<file path="src/rtl/present_pkg.sv">
// Shared types and widths for the PRESENT datapath blocks.
package present_pkg;

   localparam int PRESENT_BLOCK_W = 64;
   localparam int PRESENT_KEY_W   = 80;

   typedef enum logic [1:0] {
      EMPTY = 2'd0,
      ONE   = 2'd1,
      TWO   = 2'd2
   } slice_state_e;

endpackage

</file>
<file path="src/rtl/present_skid_slice.sv">
// One elastic register slice: main register drives the output, skid register
// catches the word accepted in the cycle the consumer stalls.
module present_skid_slice
   import present_pkg::*;
#(
   parameter int WIDTH = 64
) (
   input  logic             clk,
   input  logic             rst_n,
   input  logic             flush,
   input  logic             in_valid,
   input  logic [WIDTH-1:0] in_data,
   output logic             in_ready,
   output logic             out_valid,
   output logic [WIDTH-1:0] out_data,
   input  logic             out_ready
);

   slice_state_e     state_q, state_d;
   logic [WIDTH-1:0] main_q, main_d;
   logic [WIDTH-1:0] skid_q, skid_d;
   logic             in_fire, out_fire;

   // ready/valid come from registered state only, so out_ready never reaches in_ready
   assign in_ready  = (state_q != TWO);
   assign out_valid = (state_q != EMPTY);
   assign out_data  = main_q;
   assign in_fire   = in_valid & in_ready;
   assign out_fire  = out_valid & out_ready;

   always_comb begin
      state_d = state_q;
      main_d  = main_q;
      skid_d  = skid_q;
      if (flush) begin
         state_d = EMPTY;
      end else begin
         unique case (state_q)
            EMPTY: if (in_fire) begin
               state_d = ONE;
               main_d  = in_data;
            end
            ONE: begin
               if (in_fire && out_fire) begin
                  main_d = in_data;
               end else if (in_fire) begin
                  state_d = TWO;
                  skid_d  = in_data;
               end else if (out_fire) begin
                  state_d = EMPTY;
               end
            end
            TWO: if (out_fire) begin
               state_d = ONE;
               main_d  = skid_q;
            end
            default: state_d = EMPTY;
         endcase
      end
   end

   always_ff @(posedge clk or negedge rst_n) begin
      if (!rst_n) begin
         state_q <= EMPTY;
         main_q  <= '0;
         skid_q  <= '0;
      end else begin
         state_q <= state_d;
         main_q  <= main_d;
         skid_q  <= skid_d;
      end
   end

endmodule

</file>
<file path="src/rtl/present_pipe_stage.sv">
// Chain of STAGES elastic slices with a registered occupancy count; holds up
// to 2*STAGES words and never drops or duplicates one under back-pressure.
module present_pipe_stage
   import present_pkg::*;
#(
   parameter int WIDTH  = PRESENT_BLOCK_W,
   parameter int STAGES = 1,
   parameter int CNT_W  = $clog2(2*STAGES+1)
) (
   input  logic             clk,
   input  logic             rst_n,
   input  logic             flush,
   input  logic             in_valid,
   input  logic [WIDTH-1:0] in_data,
   output logic             in_ready,
   output logic             out_valid,
   output logic [WIDTH-1:0] out_data,
   input  logic             out_ready,
   output logic [CNT_W-1:0] occupancy
);

   logic [STAGES:0]            vld;
   logic [STAGES:0]            rdy;
   logic [STAGES:0][WIDTH-1:0] dat;
   logic [CNT_W-1:0]           occ_q, occ_d;
   logic                       in_fire, out_fire;

   assign vld[0]    = in_valid;
   assign dat[0]    = in_data;
   assign in_ready  = rdy[0];
   assign out_valid = vld[STAGES];
   assign out_data  = dat[STAGES];
   assign rdy[STAGES] = out_ready;

   for (genvar k = 0; k < STAGES; k++) begin : g_slice
      present_skid_slice #(.WIDTH(WIDTH)) u_slice (
         .clk       (clk),
         .rst_n     (rst_n),
         .flush     (flush),
         .in_valid  (vld[k]),
         .in_data   (dat[k]),
         .in_ready  (rdy[k]),
         .out_valid (vld[k+1]),
         .out_data  (dat[k+1]),
         .out_ready (rdy[k+1])
      );
   end

   assign in_fire   = in_valid & rdy[0];
   assign out_fire  = vld[STAGES] & out_ready;
   assign occupancy = occ_q;

   always_comb begin
      occ_d = occ_q;
      if (flush) begin
         occ_d = '0;
      end else if (in_fire && !out_fire) begin
         occ_d = occ_q + 1'b1;
      end else if (out_fire && !in_fire) begin
         occ_d = occ_q - 1'b1;
      end
   end

   always_ff @(posedge clk or negedge rst_n) begin
      if (!rst_n) occ_q <= '0;
      else        occ_q <= occ_d;
   end

endmodule

</file>
<file path="config.mk">
export PLATFORM = sky130hd
export DESIGN_NAME = present_pipe_stage
export DESIGN_NICKNAME = d
export VERILOG_FILES = /design/src/rtl/present_pkg.sv /design/src/rtl/present_skid_slice.sv /design/src/rtl/present_pipe_stage.sv
export SDC_FILE = /design/constraint.sdc
export NUM_CORES = 1
export LEC_CHECK = 0
export BUFFER_PORTS_ARGS = -buffer_cell sky130_fd_sc_hd__buf_4
export CORE_ASPECT_RATIO = 1.5
export CORE_MARGIN = 2
export CORE_UTILIZATION = 34
export CTS_CLUSTER_SIZE = 14
export DETAILED_ROUTE_END_ITERATION = 8
export PLACE_DENSITY_LB_ADDON = 0.15
export SYNTH_ARGS = -nofsm -noshare
export SYNTH_HDL_FRONTEND = slang
export SYNTH_HIERARCHICAL = 1
export SYNTH_SLANG_ARGS = --single-unit
</file>
<file path="constraint.sdc">
create_clock -name clk -period 2.7 [get_ports clk]
set_input_delay 0.54 -clock clk [delete_from_list [all_inputs] [get_ports clk]]
set_output_delay 0.54 -clock clk [all_outputs]
set_load 0.01 [all_outputs]
</file>
; Word level (Yosys, flattened, before mapping)
; Index checks and enable logic that the tools add are counted.
[word_totals]
output_inout_bits = 68
elab_cells = 46
register_bits = 132
in_bits = 69
[classes]
n_mux = 14
n_addsub = 2
n_eq_ne = 10
bitwise = 4
reduce_logical = 12
[op_table]
columns = cell, n
row1 = $mux 64, 3
row2 = $pmux 64 s3, 1
row3 = $mux 2, 9
row4 = $reduce_and 4->1, 2
row5 = $ne 2x1->1 const B, 3
row6 = $ne 3x2->1 const B, 2
row7 = $pmux 2 s3, 1
row8 = $reduce_bool 3->1, 2
row9 = $reduce_and 5->1, 1
row10 = $ne 4x2->1 const B, 1
row11 = $logic_and 1x1->1, 3
row12 = $ne 3x3->1 const B, 1
row13 = $add 2x1->2 const B, 1
row14 = $and 1x1->1, 2
row15 = $eq 2x1->1 const B, 1
row16 = $eq 2x2->1 const B, 1
row17 = $logic_not 1->1, 2
row18 = $logic_not 2->1, 1
row19 = $ne 2x2->1 const B, 1
row20 = $not 1->1, 2
row21 = $reduce_bool 2->1, 1
row22 = $sub 2x1->2 const B, 1

; Longest topological paths before layout
[logic_depth]
depth_word = 7
mapped_depth = 6
depth_no_buf = 5

; Modules after synthesis
; The synthesis kept the hierarchy.
[modules_own_cells]
columns = mod, instances, cells_per_inst, seq_area_each_um2, area_each_um2
row1 = present_skid_slice, 1, 358, 3253.1, 5703.0
row2 = present_pipe_stage, 1, 16, 50.0, 146.4

; Least setup slack after synthesis
; OpenSTA, ideal clock, no wires.
[synth_path]
kind = input -> register
start = input in_valid
end = register g_slice[0].u_slice.main_q[31]
stages = 5
path_buffers = 1
path_slack_ps = 916
arrival_time_ps = 1659
t_required_ps = 2575
setup_time_ps = 125
cell_sequence = nor2b_2 > nand2_1 > a21oi_4 > buf_4 > mux2_2
[synth_via]
elab_chain_len = 4
word_cells_on_any_way = 5
cone_classes = 2 x eq/ne / 1 x bitwise / 2 x reduce/logical
[synth_lines]
columns = item, line_no
row1 = "start, declared", present_pipe_stage.sv:13  ; input logic in_valid,
row2 = $and 1x1->1 (*), present_skid_slice.sv:28  ; assign in_fire = in_valid & in_ready;
row3 = $logic_and 1x1->1, present_skid_slice.sv:44  ; if (in_fire && out_fire) begin
row4 = $ne 2x1->1 (no source line), -
row5 = $reduce_and 5->1 (no source line) (*), -
row6 = "end signal, assigned", present_skid_slice.sv:69  ; main_q <= main_d;
row7 = "end, declared", present_skid_slice.sv:20  ; logic [WIDTH-1:0] main_q, main_d;
; Mark *: on every way between the ends. The rest lies on a longest branch, timed or not.
; A chain may end at the register's enable or synchronous reset.

; Final worst setup path
[layout_path]
start = register g_slice[0].u_slice.state_q[1]
end = output in_ready
[layout_via]
elab_chain_len = 1
[layout_lines]
columns = item, line_no
row1 = "start, declared", present_skid_slice.sv:19  ; slice_state_e state_q, state_d;
row2 = "start signal, assigned", present_skid_slice.sv:68  ; state_q <= state_d;
row3 = $ne 2x2->1, present_skid_slice.sv:25  ; assign in_ready = (state_q != TWO);
row4 = "end, declared", present_pipe_stage.sv:15  ; output logic in_ready,
; No other way between the ends.

==> impl_metrics.py <==
metrics = {
    "routing": {
        "ant_nets": 0,
        "viasPerCell": 4.88,
        "drt-pass1-iter-count": 4,
        "wirelength_mm": 12.6,
        "drtIter0Drc": 77,
        "drc": 0,
        "num_vias": 3615,
        "wl_per_cell_um": 17.0,
    },
    "critical_path": {
        "worstPathRequired_ps": 2160,
        "cp_top_family": "flip-flops",
        "critPathKind": "register to primary output",
        "cp.arrival_ps": 1440,
        "end_kind": "primary output",
        "cp.buffers_inverters": 2,
        "cpMaxStageDelayCell": "dfrtp_1",
        "crit_fanout": 8,
        "path_cells": "nor2b_4, inv_2, buf_4",
        "max_stage_delay_ps": 440,
        "startpoint_type": "register",
    },
    "timing": {
        "max_freq_ghz": 0.505,
        "fin_crit_sh_pct": 73.4,
        "slew-limit-headroom_pct": 65.9,
        "setup_tns_ps": 0,
        "rsz0062_at_grt": "no",
        "min_period_ps": 1980,
        "clock_skew_ps": 5.39,
        "worst_slack_ps": 719,
        "hold_violations": 0,
        "setup_viol": 0,
        "tightest_slew_ps": 511,
        "maxSlewViolCount": 0,
    },
    "power_and_ir_drop": {
        "power_density_nw_per_um2": 819,
        "leakagePower_uw": 0.00342,
        "irDropWorstVdd_mv": 0.334,
    },
    "final_layout": {
        "area_delta_synth_final_pct": 32.3,
        "final_common_cell": "mux2_2",
        "drive_gt1_share_pct": 69.7,
        "final_core_util_pct": 46.0,
        "antenna_cells_inserted": 0,
        "layout.nets": 587,
        "layout_common_cells": "187 x mux2_2, 140 x buf_4, 132 x dfrtp_1",
    },
    "clock_tree": {
        "cts_root_buffer": "clkbuf_16",
        "cts-resized-gates": 0,
        "clock_path_buffers": 2,
        "cts_sinks": 132,
        "clkLatencyLatePin_ps": 410,
        "clk_pin_slew_ps": 60,
        "cts_tree": "yes",
        "cts-hold-fix-buffers": 0,
        "cts_buffers": 17,
        "postCtsSetupBuffers": 0,
        "htree_levels": 4,
    },
    "logic_synthesis": {
        "synth_top_family_by_area": "multiplexers",
        "synth_compound_area_share_pct": 1.03,
        "synthAdderAreaFrac_pct": 0,
        "muxShareOfSynthArea_pct": 37.2,
        "ys_seq_area_share_pct": 56.5,
        "ys_ff_latch": 132,
        "synth_area_sq_um": 5850,
        "yosys_warnings": 6,
        "netlist-cell-type-count": 27,
        "synth_xor_xnor_area_share_pct": 0.150,
        "synthSimpleGateAreaFrac_pct": 2.01,
        "syn_nets": 443,
        "synth_area_per_cell_sq_um": 15.6,
        "synthCells": 374,
    },
    "run": {
        "maxCapViolations": 0,
    },
    "die": {
        "pin_count": 137,
        "die_x_um": 111,
        "dieArea_sq_um": 18300,
        "rows": 58,
        "fp.dieH_um": 165,
        "floorplan.initialDensity_pct": 34.7,
        "core_area_sq_um": 16800,
    },
    "placed_design": {
        "gp_congestion": 0.745,
        "numPortBuffers": 136,
        "pre_cts_ws_ps": 574,
        "dpl.hpwl_mm": 8.52,
    },
    "global_route": {
        "overflow": 0,
        "antenna_found_initial": 0,
        "grt_pass1_vias": 3885,
        "grt_max_degree": 46,
        "grt_pass1_wl_mm": 20.0,
        "track_usage_pct": 14.2,
    },
    "hold_path": {
        "hp-class": "input pin to async pin",
    },
    "run_status": {
        "outcome": "complete, no violations",
    },
}
## sequential cells by signal (all words and copies together) (netlist names)
| name | flops |
|---|---|
| occupancy | 2 |
| g_slice.u_slice/skid_q | 64 |
| g_slice.u_slice/out_data | 64 |
| g_slice.u_slice/state_q | 2 |
## stage by stage
step / hold slack [ps] / instances / instance area [sq um] / total power (uW)
2_1_floorplan: 244 / 374 / 5850 / 3340
3_3_place_gp: 473 / 709 / 7100 / 3900
3_5_place_dp: 487 / 709 / 7100 / 3960
4_1_cts: 77.8 / 741 / 7740 / 6450
5_1_grt: 92.2 / 741 / 7740 / 6670
6_report: 69.7 / 741 / 7740 / 6340
## cells in the mapped netlist (all sizes together)
master	n	area, sq um
nand4b	1	8.76
o21a	1	7.51
and2	1	8.76
dfrtp	132	3300
buf	20	179
or2	1	6.26
nand3	1	5.00
xnor2	1	8.76
a21oi	5	36.3
nor2b	2	15.0
inv	1	3.75
o211ai	1	7.51
nor2	3	11.3
nor3b	2	15.0
o22a	1	8.76
nand2b	1	6.26
mux2	193	2180
nand2	3	11.3
nand3b	2	15.0
or4b	1	10.0
nor3	1	5.00
## path summary, 6_finish.rpt
path	endpoint	slack, ps	depth (start not counted)	start
setup / recovery	in_ready	720	3	g_slice[0].u_slice/state_q[1]
hold / removal	g_slice[0].u_slice/out_data[9]	70	1	rst_n
setup reg to reg	g_slice[0].u_slice/out_data[63]	720	4	g_slice[0].u_slice/state_q[1]
hold reg to reg	g_slice[0].u_slice/out_data[33]	500	1	g_slice[0].u_slice/out_data[33]
max in group asynchronous	g_slice[0].u_slice/skid_q[59]	1950	2	rst_n
min in group clk	g_slice[0].u_slice/state_q[1]	350	2	out_ready
## worst register-to-register path, delay by kind of cell, from the launching register on
| kind | cells | cell delay, ps |
|---|---|---|
| mux | 2 | 670 |
| flops | 1 | 440 |
| simple gates | 1 | 360 |
| buf+inv | 1 | 390 |
## layer usage
metal / vias up / GRT usage [%] / part of all wire, % / wire, um
met5: - / 0 / 0 / 0
met1: 1872 / 15.5 / 40 / 4980
li1: 1643 / - / - / -
met2: 85 / 25.5 / 54 / 6790
met4: 0 / 5.72 / 1.7 / 209
met3: 15 / 4.48 / 4.9 / 611
## area by class of cell
| class | instances | area, sq um |
|---|---|---|
| Inverter | 1 | 3.75 |
| Timing Repair Buffer | 145 | 1150 |
| Clock buffer | 26 | 529 |
| Multi-Input combinational cell | 221 | 2380 |
| Sequential cell | 132 | 3300 |
| Tap cell | 210 | 263 |
| Clock inverter | 6 | 114 |
| Fill cell | 1574 | 9100 |
## logic make-up after synthesis
kind of cell              after synthesis
muxes                                 193
buffers and inverters                  21
xor gates and xnor gates                1
AOI/OAI and AO/OA                       8
and+or+nand+nor                        19
DFF                                   132
## report_power, final
part | internal (uW) | switching, uW | leakage, uW | total (uW)
Sequential | 2460 | 249 | 0.00159 | 2710
Clock | 1630 | 819 | 0.000309 | 2450
Combinational | 749 | 436 | 0.00152 | 1190
No activity file was read; power rests on OpenSTA's default activity.
